[config.mk]
export PLATFORM = sky130hd
export DESIGN_NAME = tt_um_hoene_manchester_encoder
export DESIGN_NICKNAME = d
export VERILOG_FILES = /design/src/rtl/tt_um_hoene_manchester_encoder.sv
export SDC_FILE = /design/constraint.sdc
export NUM_CORES = 1
export LEC_CHECK = 0
export CORE_MARGIN = 2
export CORE_UTILIZATION = 58
export DETAILED_ROUTE_END_ITERATION = 6
export PLACE_DENSITY_LB_ADDON = 0.25
export SLEW_MARGIN = 20
export SYNTH_ARGS = -nofsm -noshare
export SYNTH_HDL_FRONTEND = slang
export SYNTH_SLANG_ARGS = --single-unit
[constraint.sdc]
create_clock -name clk -period 3.39 [get_ports clk]
set_clock_uncertainty 0.2 [all_clocks]
set_input_delay 0.678 -clock clk [delete_from_list [all_inputs] [get_ports clk]]
set_output_delay 0.678 -clock clk [all_outputs]
set_load 0.1 [all_outputs]
[src/rtl/tt_um_hoene_manchester_encoder.sv]
// Manchester re-encoder for a daisy-chained LED string: forwards decoded bits
// through a 4-deep FIFO and re-emits them at the half-bit width seen upstream.
module tt_um_hoene_manchester_encoder (
  input  logic       clk,
  input  logic       rst_n,
  input  logic       in_data,
  input  logic       in_clk,
  input  logic       in_error,
  input  logic [5:0] in_pulsewidth,
  input  logic       in_forward,
  output logic       out,
  output logic       out_busy,
  output logic       out_overflow,
  output logic [1:0] dbg_state_o
);

  localparam logic [1:0] IDLE        = 2'd0;
  localparam logic [1:0] FIRST_HALF  = 2'd1;
  localparam logic [1:0] SECOND_HALF = 2'd2;

  logic [3:0] fifo_q;
  logic [1:0] rd_ptr_q, rd_ptr_d;
  logic [1:0] wr_ptr_q, wr_ptr_d;
  logic [2:0] count_q, count_d;
  logic [1:0] state_q, state_d;
  logic [5:0] cnt_q, cnt_d;
  logic [5:0] w_q, w_d;
  logic       bit_q, bit_d;
  logic       out_q, out_d;
  logic       busy_q, busy_d;
  logic       ovf_q, ovf_d;

  logic       fsm_pop;
  logic       pop;
  logic       push;
  logic       push_req;
  logic [5:0] w_in;
  logic       head;

  assign w_in     = (in_pulsewidth == 6'd0) ? 6'd1 : in_pulsewidth;
  assign head     = fifo_q[rd_ptr_q];
  assign push_req = in_clk & in_forward & ~in_error;

  always_comb begin
    state_d = state_q;
    cnt_d   = cnt_q;
    w_d     = w_q;
    bit_d   = bit_q;
    out_d   = out_q;
    fsm_pop = 1'b0;
    case (state_q)
      IDLE: begin
        out_d = 1'b0;
        if (count_q != 3'd0) begin
          fsm_pop = 1'b1;
          state_d = FIRST_HALF;
          w_d     = w_in;
          cnt_d   = w_in - 6'd1;
          bit_d   = head;
          out_d   = head;
        end
      end
      FIRST_HALF: begin
        if (cnt_q == 6'd0) begin
          state_d = SECOND_HALF;
          cnt_d   = w_q - 6'd1;
          out_d   = ~bit_q;
        end else begin
          cnt_d = cnt_q - 6'd1;
        end
      end
      SECOND_HALF: begin
        if (cnt_q != 6'd0) begin
          cnt_d = cnt_q - 6'd1;
        end else if (count_q != 3'd0) begin
          // Next bit starts on the same edge so the line has no idle gap.
          fsm_pop = 1'b1;
          state_d = FIRST_HALF;
          w_d     = w_in;
          cnt_d   = w_in - 6'd1;
          bit_d   = head;
          out_d   = head;
        end else begin
          state_d = IDLE;
          out_d   = 1'b0;
        end
      end
      default: begin
        state_d = IDLE;
        out_d   = 1'b0;
      end
    endcase

    pop  = fsm_pop & ~in_error;
    push = push_req & ((count_q != 3'd4) | pop);
    ovf_d = ovf_q | (push_req & (count_q == 3'd4) & ~pop);

    rd_ptr_d = pop  ? rd_ptr_q + 2'd1 : rd_ptr_q;
    wr_ptr_d = push ? wr_ptr_q + 2'd1 : wr_ptr_q;
    case ({push, pop})
      2'b10:   count_d = count_q + 3'd1;
      2'b01:   count_d = count_q - 3'd1;
      default: count_d = count_q;
    endcase

    // A line error discards everything, including any bit being pushed now.
    if (in_error) begin
      state_d  = IDLE;
      out_d    = 1'b0;
      cnt_d    = 6'd0;
      count_d  = 3'd0;
      rd_ptr_d = 2'd0;
      wr_ptr_d = 2'd0;
    end

    busy_d = (state_d != IDLE) | (count_d != 3'd0);
  end

  always_ff @(posedge clk) begin
    if (!rst_n) begin
      fifo_q   <= 4'd0;
      rd_ptr_q <= 2'd0;
      wr_ptr_q <= 2'd0;
      count_q  <= 3'd0;
      state_q  <= IDLE;
      cnt_q    <= 6'd0;
      w_q      <= 6'd1;
      bit_q    <= 1'b0;
      out_q    <= 1'b0;
      busy_q   <= 1'b0;
      ovf_q    <= 1'b0;
    end else begin
      if (push) begin
        fifo_q[wr_ptr_q] <= in_data;
      end
      rd_ptr_q <= rd_ptr_d;
      wr_ptr_q <= wr_ptr_d;
      count_q  <= count_d;
      state_q  <= state_d;
      cnt_q    <= cnt_d;
      w_q      <= w_d;
      bit_q    <= bit_d;
      out_q    <= out_d;
      busy_q   <= busy_d;
      ovf_q    <= ovf_d;
    end
  end

  assign out          = out_q;
  assign out_busy     = busy_q;
  assign out_overflow = ovf_q;
  assign dbg_state_o  = state_q;

endmodule

# Word-level counts from Yosys, hierarchy flattened
# Cells that the tools add are included.
[totals] reg_bits=29 elab_cells=86 inputBits=12 output_inout_bits=5
[classes] muxes=31 n_bitwise=13 n_addsub=7 reduce_logical=13 n_lt_le_gt_ge=3 n_eq_ne=8
[ops] cell="2-to-1 mux 6 bit" count=6
[ops] cell="one-hot mux 6 bit (3 select lines)" count=1
[ops] cell="subtractor 6 x 1 -> 6 bit (second input constant)" count=3
[ops] cell="zero test 6 bit" count=2
[ops] cell="one-hot mux 6 bit (2 select lines)" count=1
[ops] cell="2-to-1 mux 1 bit" count=10
[ops] cell="nonzero test 3 bit" count=3
[ops] cell="2-to-1 mux 2 bit" count=4
[ops] cell="bitwise AND 1 bit" count=6
[ops] cell="less-than comparator 2 x 3 -> 1 bit (second input constant)" count=2
[ops] cell="one-hot mux 2 bit (3 select lines)" count=1
[ops] cell="one-hot mux 3 bit (2 select lines)" count=1
[ops] cell="nonzero test 6 bit" count=1
[ops] cell="adder 2 x 1 -> 2 bit (second input constant)" count=2
[ops] cell="bitwise mux 4 bit" count=1
[ops] cell="equality test 2 x 1 -> 1 bit (second input constant)" count=2
[ops] cell="equality test 2 bit (second input constant)" count=2
[ops] cell="!= test 2 bit (second input constant)" count=2
[ops] cell="NOT 1 bit" count=4
[ops] cell="one-hot mux 1 bit (2 select lines)" count=2
[ops] cell="AND reduction 2 bit" count=2
[ops] cell="nonzero test 2 bit" count=2
[ops] cell="adder 3 x 1 -> 3 bit (second input constant)" count=1
[ops] cell="equality test 3 bit (second input constant)" count=1
[ops] cell="11 further kinds" count=13

# Depth between registers and ports, before layout
[logic_depth] depth_word=12 mapped_depth=11

# Worst setup path after synthesis
# Ideal clock, no wire load.
[synth_timing] kind="flip-flop to flip-flop" start="reg state_q[1] (netlist: dbg_state_o[1])" end="reg busy_q (netlist: out_busy)" setup_ns=0.137 arrival_time_ns=3.273 path_stages_with_launch=11 required_ns=3.053 period_less_slack_ns=3.610 slack_ns=-0.220 n_path_buf=1 path_cell_list="dfxtp_1 > ha_1 > clkbuf_1 > a31oi_1 > nor4_1 > fa_1 > nand3b_1 > a2bb2oi_1 > o21ai_0 > a21oi_1 > o221ai_1"
[synth_between] elab_chain_len=10 elab_cells_between_ends=19
[synth_lines] item="start: declaration" line_no="25" rtl="logic [1:0] state_q, state_d;"
[synth_lines] item="start signal: assignment" line_no="139" rtl="state_q <= state_d;"
[synth_lines] item="equality test 2 bit or zero test 2 bit (tied branches)" line_no="51" rtl="case (state_q)"
[synth_lines] item="one-hot mux 1 bit (2 select lines)" line_no="51"
[synth_lines] item="bitwise AND 1 bit" line_no="94" rtl="pop = fsm_pop & ~in_error;"
[synth_lines] item="OR 1 bit" line_no="95" rtl="push = push_req & ((count_q != 3'd4) | pop);"
[synth_lines] item="bitwise AND 1 bit" line_no="95"
[synth_lines] item="equality test 2 x 1 -> 1 bit or equality test 2 bit (tied branches)" line_no="100" rtl="case ({push, pop})"
[synth_lines] item="one-hot mux 3 bit (2 select lines)" line_no="100"
[synth_lines] item="2-to-1 mux 3 bit" line_no="107" rtl="if (in_error) begin"
[synth_lines] item="nonzero test 3 bit" line_no="116" rtl="busy_d = (state_d != IDLE) | (count_d != 3'd0);"
[synth_lines] item="OR 1 bit (*)" line_no="116"
[synth_lines] item="end signal: assignment" line_no="144" rtl="busy_q <= busy_d;"
[synth_lines] item="end: declaration" line_no="30" rtl="logic busy_q, busy_d;"
# Mark *: on every way between the ends. The rest lies on a longest branch, timed or not.
# A chain may end at the register's enable or synchronous reset.

# Final worst setup path
[layout_timing] start="reg state_q[0] (netlist: dbg_state_o[0])" end="reg busy_q (netlist: out_busy)"
# Same word-level chain as after synthesis.

==> results.toml <==
[sta]
clock.fmax_mhz = 326
setup_slack_ns = 0.323
slew_viol_final = 0
period_share_pct = 90.5
slew_headroom_pct = 59.9
hold_viol = 0
grt_setup_unrepaired = "no"
worst_pin_slew_ns = 0.602
fin_crit_ns = 3.07
setup_tns_ns = 0
setup_viol = 0

[finish]
drive_gt1_share_pct = 12.6
stdcell_count = 326
area_growth_pct = 15.3
fin_nets = 303
diodes = 0
final_core_util_pct = 68.1

[outcome]
status = "finished, final reports clean"

[place]
place_ws_ns = 0.182
globalplace.congestion = 0.919
hpwlAfterDp_um = 3700
io_buffers = 16
dpl.cell_count = 318

[synth]
synth_most_common_cell = "nor2_1"
yosysUniqueCellTypes = 59
ys_top_cells_by_area = "dfxtp_1 27%, ha_1 7.6%, nor2_1 5.6%"
synth_common_cells = "32 x nor2_1, 29 x dfxtp_1, 16 x a21oi_1, 14 x inv_1, 13 x ha_1"
synth_nets = 283
yosys.area.top_type = "dfxtp_1"
yosys_warnings = 0
netlist_area_um2 = 2130
async_reset_ff_share_pct = 0
synth_top_area_share_pct = 27.3
ys_seq_area_share_pct = 27.3
synth-edff-count = 0
avgSynthCellArea_um2 = 8.29
ys_ff_latch = 29
ys_dominant_reg_cell = "dfxtp_1"
syn_inst = 257

[global_routing]
grt_pass1_wl_um = 9060
antenna_found_initial = 0
grt_max_degree = 18
grt_usage_pct = 27.9
grt-ovfl-total = 0
grt_pass1_vias = 1880

[critical_path]
slowest_delay_ns = 0.53
worstPathRequired_ns = 3.36
slowest_stage = "fa_1"
critical_path.endpoint_type = "flop"
path_max_fanout = 11
critPathLaunchType = "flop"
critPathKind = "reg -> reg"
arrival_ns = 3.03
cp_cell_sequence = "inv_1 -> ha_1 -> a31oi_1 -> nor4_1 -> fa_1 -> nor2b_1 -> o2111a_1 -> a311oi_1 -> a21oi_1 -> o221ai_1"

[route]
vias = 2049
ant_nets = 0
drt_iter0_markers = 199
via_per_inst = 6.29
drc = 0
wl_per_cell_um = 15.9
dr.pass1.iters = 5
drt_wl_total_um = 5180

[clocking]
post_cts_buffers = 0
hold_buffers = 0
cts_root_buffer = "clkbuf_8"
clk_latency_ns = 0.29
numCtsBuffers = 5
cts_resized = 0
clock_path_buffers = 2
cts.reportedPaths.clkPinSlew_ns = 0.07
cts-htree-levels = 2
cts.sinks = 29
cts_tree = "done"

[pwr]
power_density_nw_per_um2 = 361
power_uw = 886
peakVddDrop_uv = 351
leakage_uw = 0.00101

[floorplan]
fp.dieH_um = 64.6
dieWidth_um = 64.6
io_pins = 17
row_count = 22
dieArea_um2 = 4170
core_um2 = 3610
start_util_pct = 59.1

[hold_path]
hold_path_class = "reg -> reg"

[job]
cap_viol_max_count = 0
[stage by stage]
stage          instance area (um^2)  hold WS [ns]
3_5_place_dp                   2340         0.260
4_1_cts                        2460         0.275
2_1_floorplan                  2130         0.256
6_report                       2460         0.268
5_1_grt                        2460         0.305
3_3_place_gp                   2340         0.260
[worst max-delay path: cells and delay by family (launching register included)]
family	cells	cell delay (ns)
buffers and inverters	1	0.11
adder cells (fa/ha/maj)	2	0.95
AO/OA/AOI/OAI	5	0.73
flip-flops	1	0.35
AND/OR/NAND/NOR	2	0.58
[flip-flops by register name (all words and copies together), names as in the netlist]
name          cells
wr_ptr_q          2
cnt_q             6
out               1
out_overflow      1
w_q               6
bit_q             1
out_busy          1
rd_ptr_q          2
fifo_q            4
count_q           3
dbg_state_o       2
[final timing paths]
kind | start | cells past startpoint | slack, ns | end
max reg2reg | dbg_state_o[0]$_SDFF_PN0_ | 10 | 0.32 | out_busy$_SDFF_PN0_
min | out_overflow$_SDFF_PN0_ | 2 | 0.27 | out_overflow$_SDFF_PN0_
min reg2reg | out_overflow$_SDFF_PN0_ | 2 | 0.27 | out_overflow$_SDFF_PN0_
max | dbg_state_o[0]$_SDFF_PN0_ | 10 | 0.32 | out_busy$_SDFF_PN0_
[layout by cell type (no fill, tap or decap), drive strengths merged, types with 2 or more instances in the layout]
master,instances
dfxtp,29
o221ai,3
nor2b,3
ha,13
mux2i,10
o2111a,2
o311a,2
inv,14
and2,2
buf,14
o21ai,11
nand2b,5
xor2,4
clkbuf,7
a21oi,17
and3,2
nor4,2
clkdlybuf4s50,11
nor3b,4
nand3b,2
nand3,12
o22ai,4
xnor2,9
a211oi,4
o211ai,7
or3,4
nor3,7
nor2,33
a31oi,4
o221a,3
nand2,12
[power breakdown]
group / internal (uW) / leakage, uW / switching, uW
Clock: 239 / 0.0000585 / 141
Sequential: 348 / 0.000235 / 8.48
Combinational: 61.5 / 0.000712 / 87.0
[area by class of cell]
class	instances	area, um^2
sequential	29	583
fill	315	1150
timing repair buffer	25	215
clock inverter	1	30.0
inverter	14	52.6
tap	48	60.1
clock buffer	7	86.3
multi-input combinational	202	1430
[cell families after synthesis]
| logic type | synth area share, % |
|---|---|
| AOI/OAI and AO/OA | 24.1 |
| xor gates and xnor gates | 5.35 |
| adders and majority gates | 8.58 |
| buffers and inverters | 5.64 |
| DFF | 27.3 |
| muxes | 6.29 |
| and+or+nand+nor | 22.7 |
[routing by layer]
metal / track usage [%] / share of wire (%)
met1: 38.3 / 46
met2: 42.4 / 44
met3: 6.94 / 7.7
met4: 9.84 / 2.4
met5: 0 / 0
No activity file was read; power rests on OpenSTA's default activity.
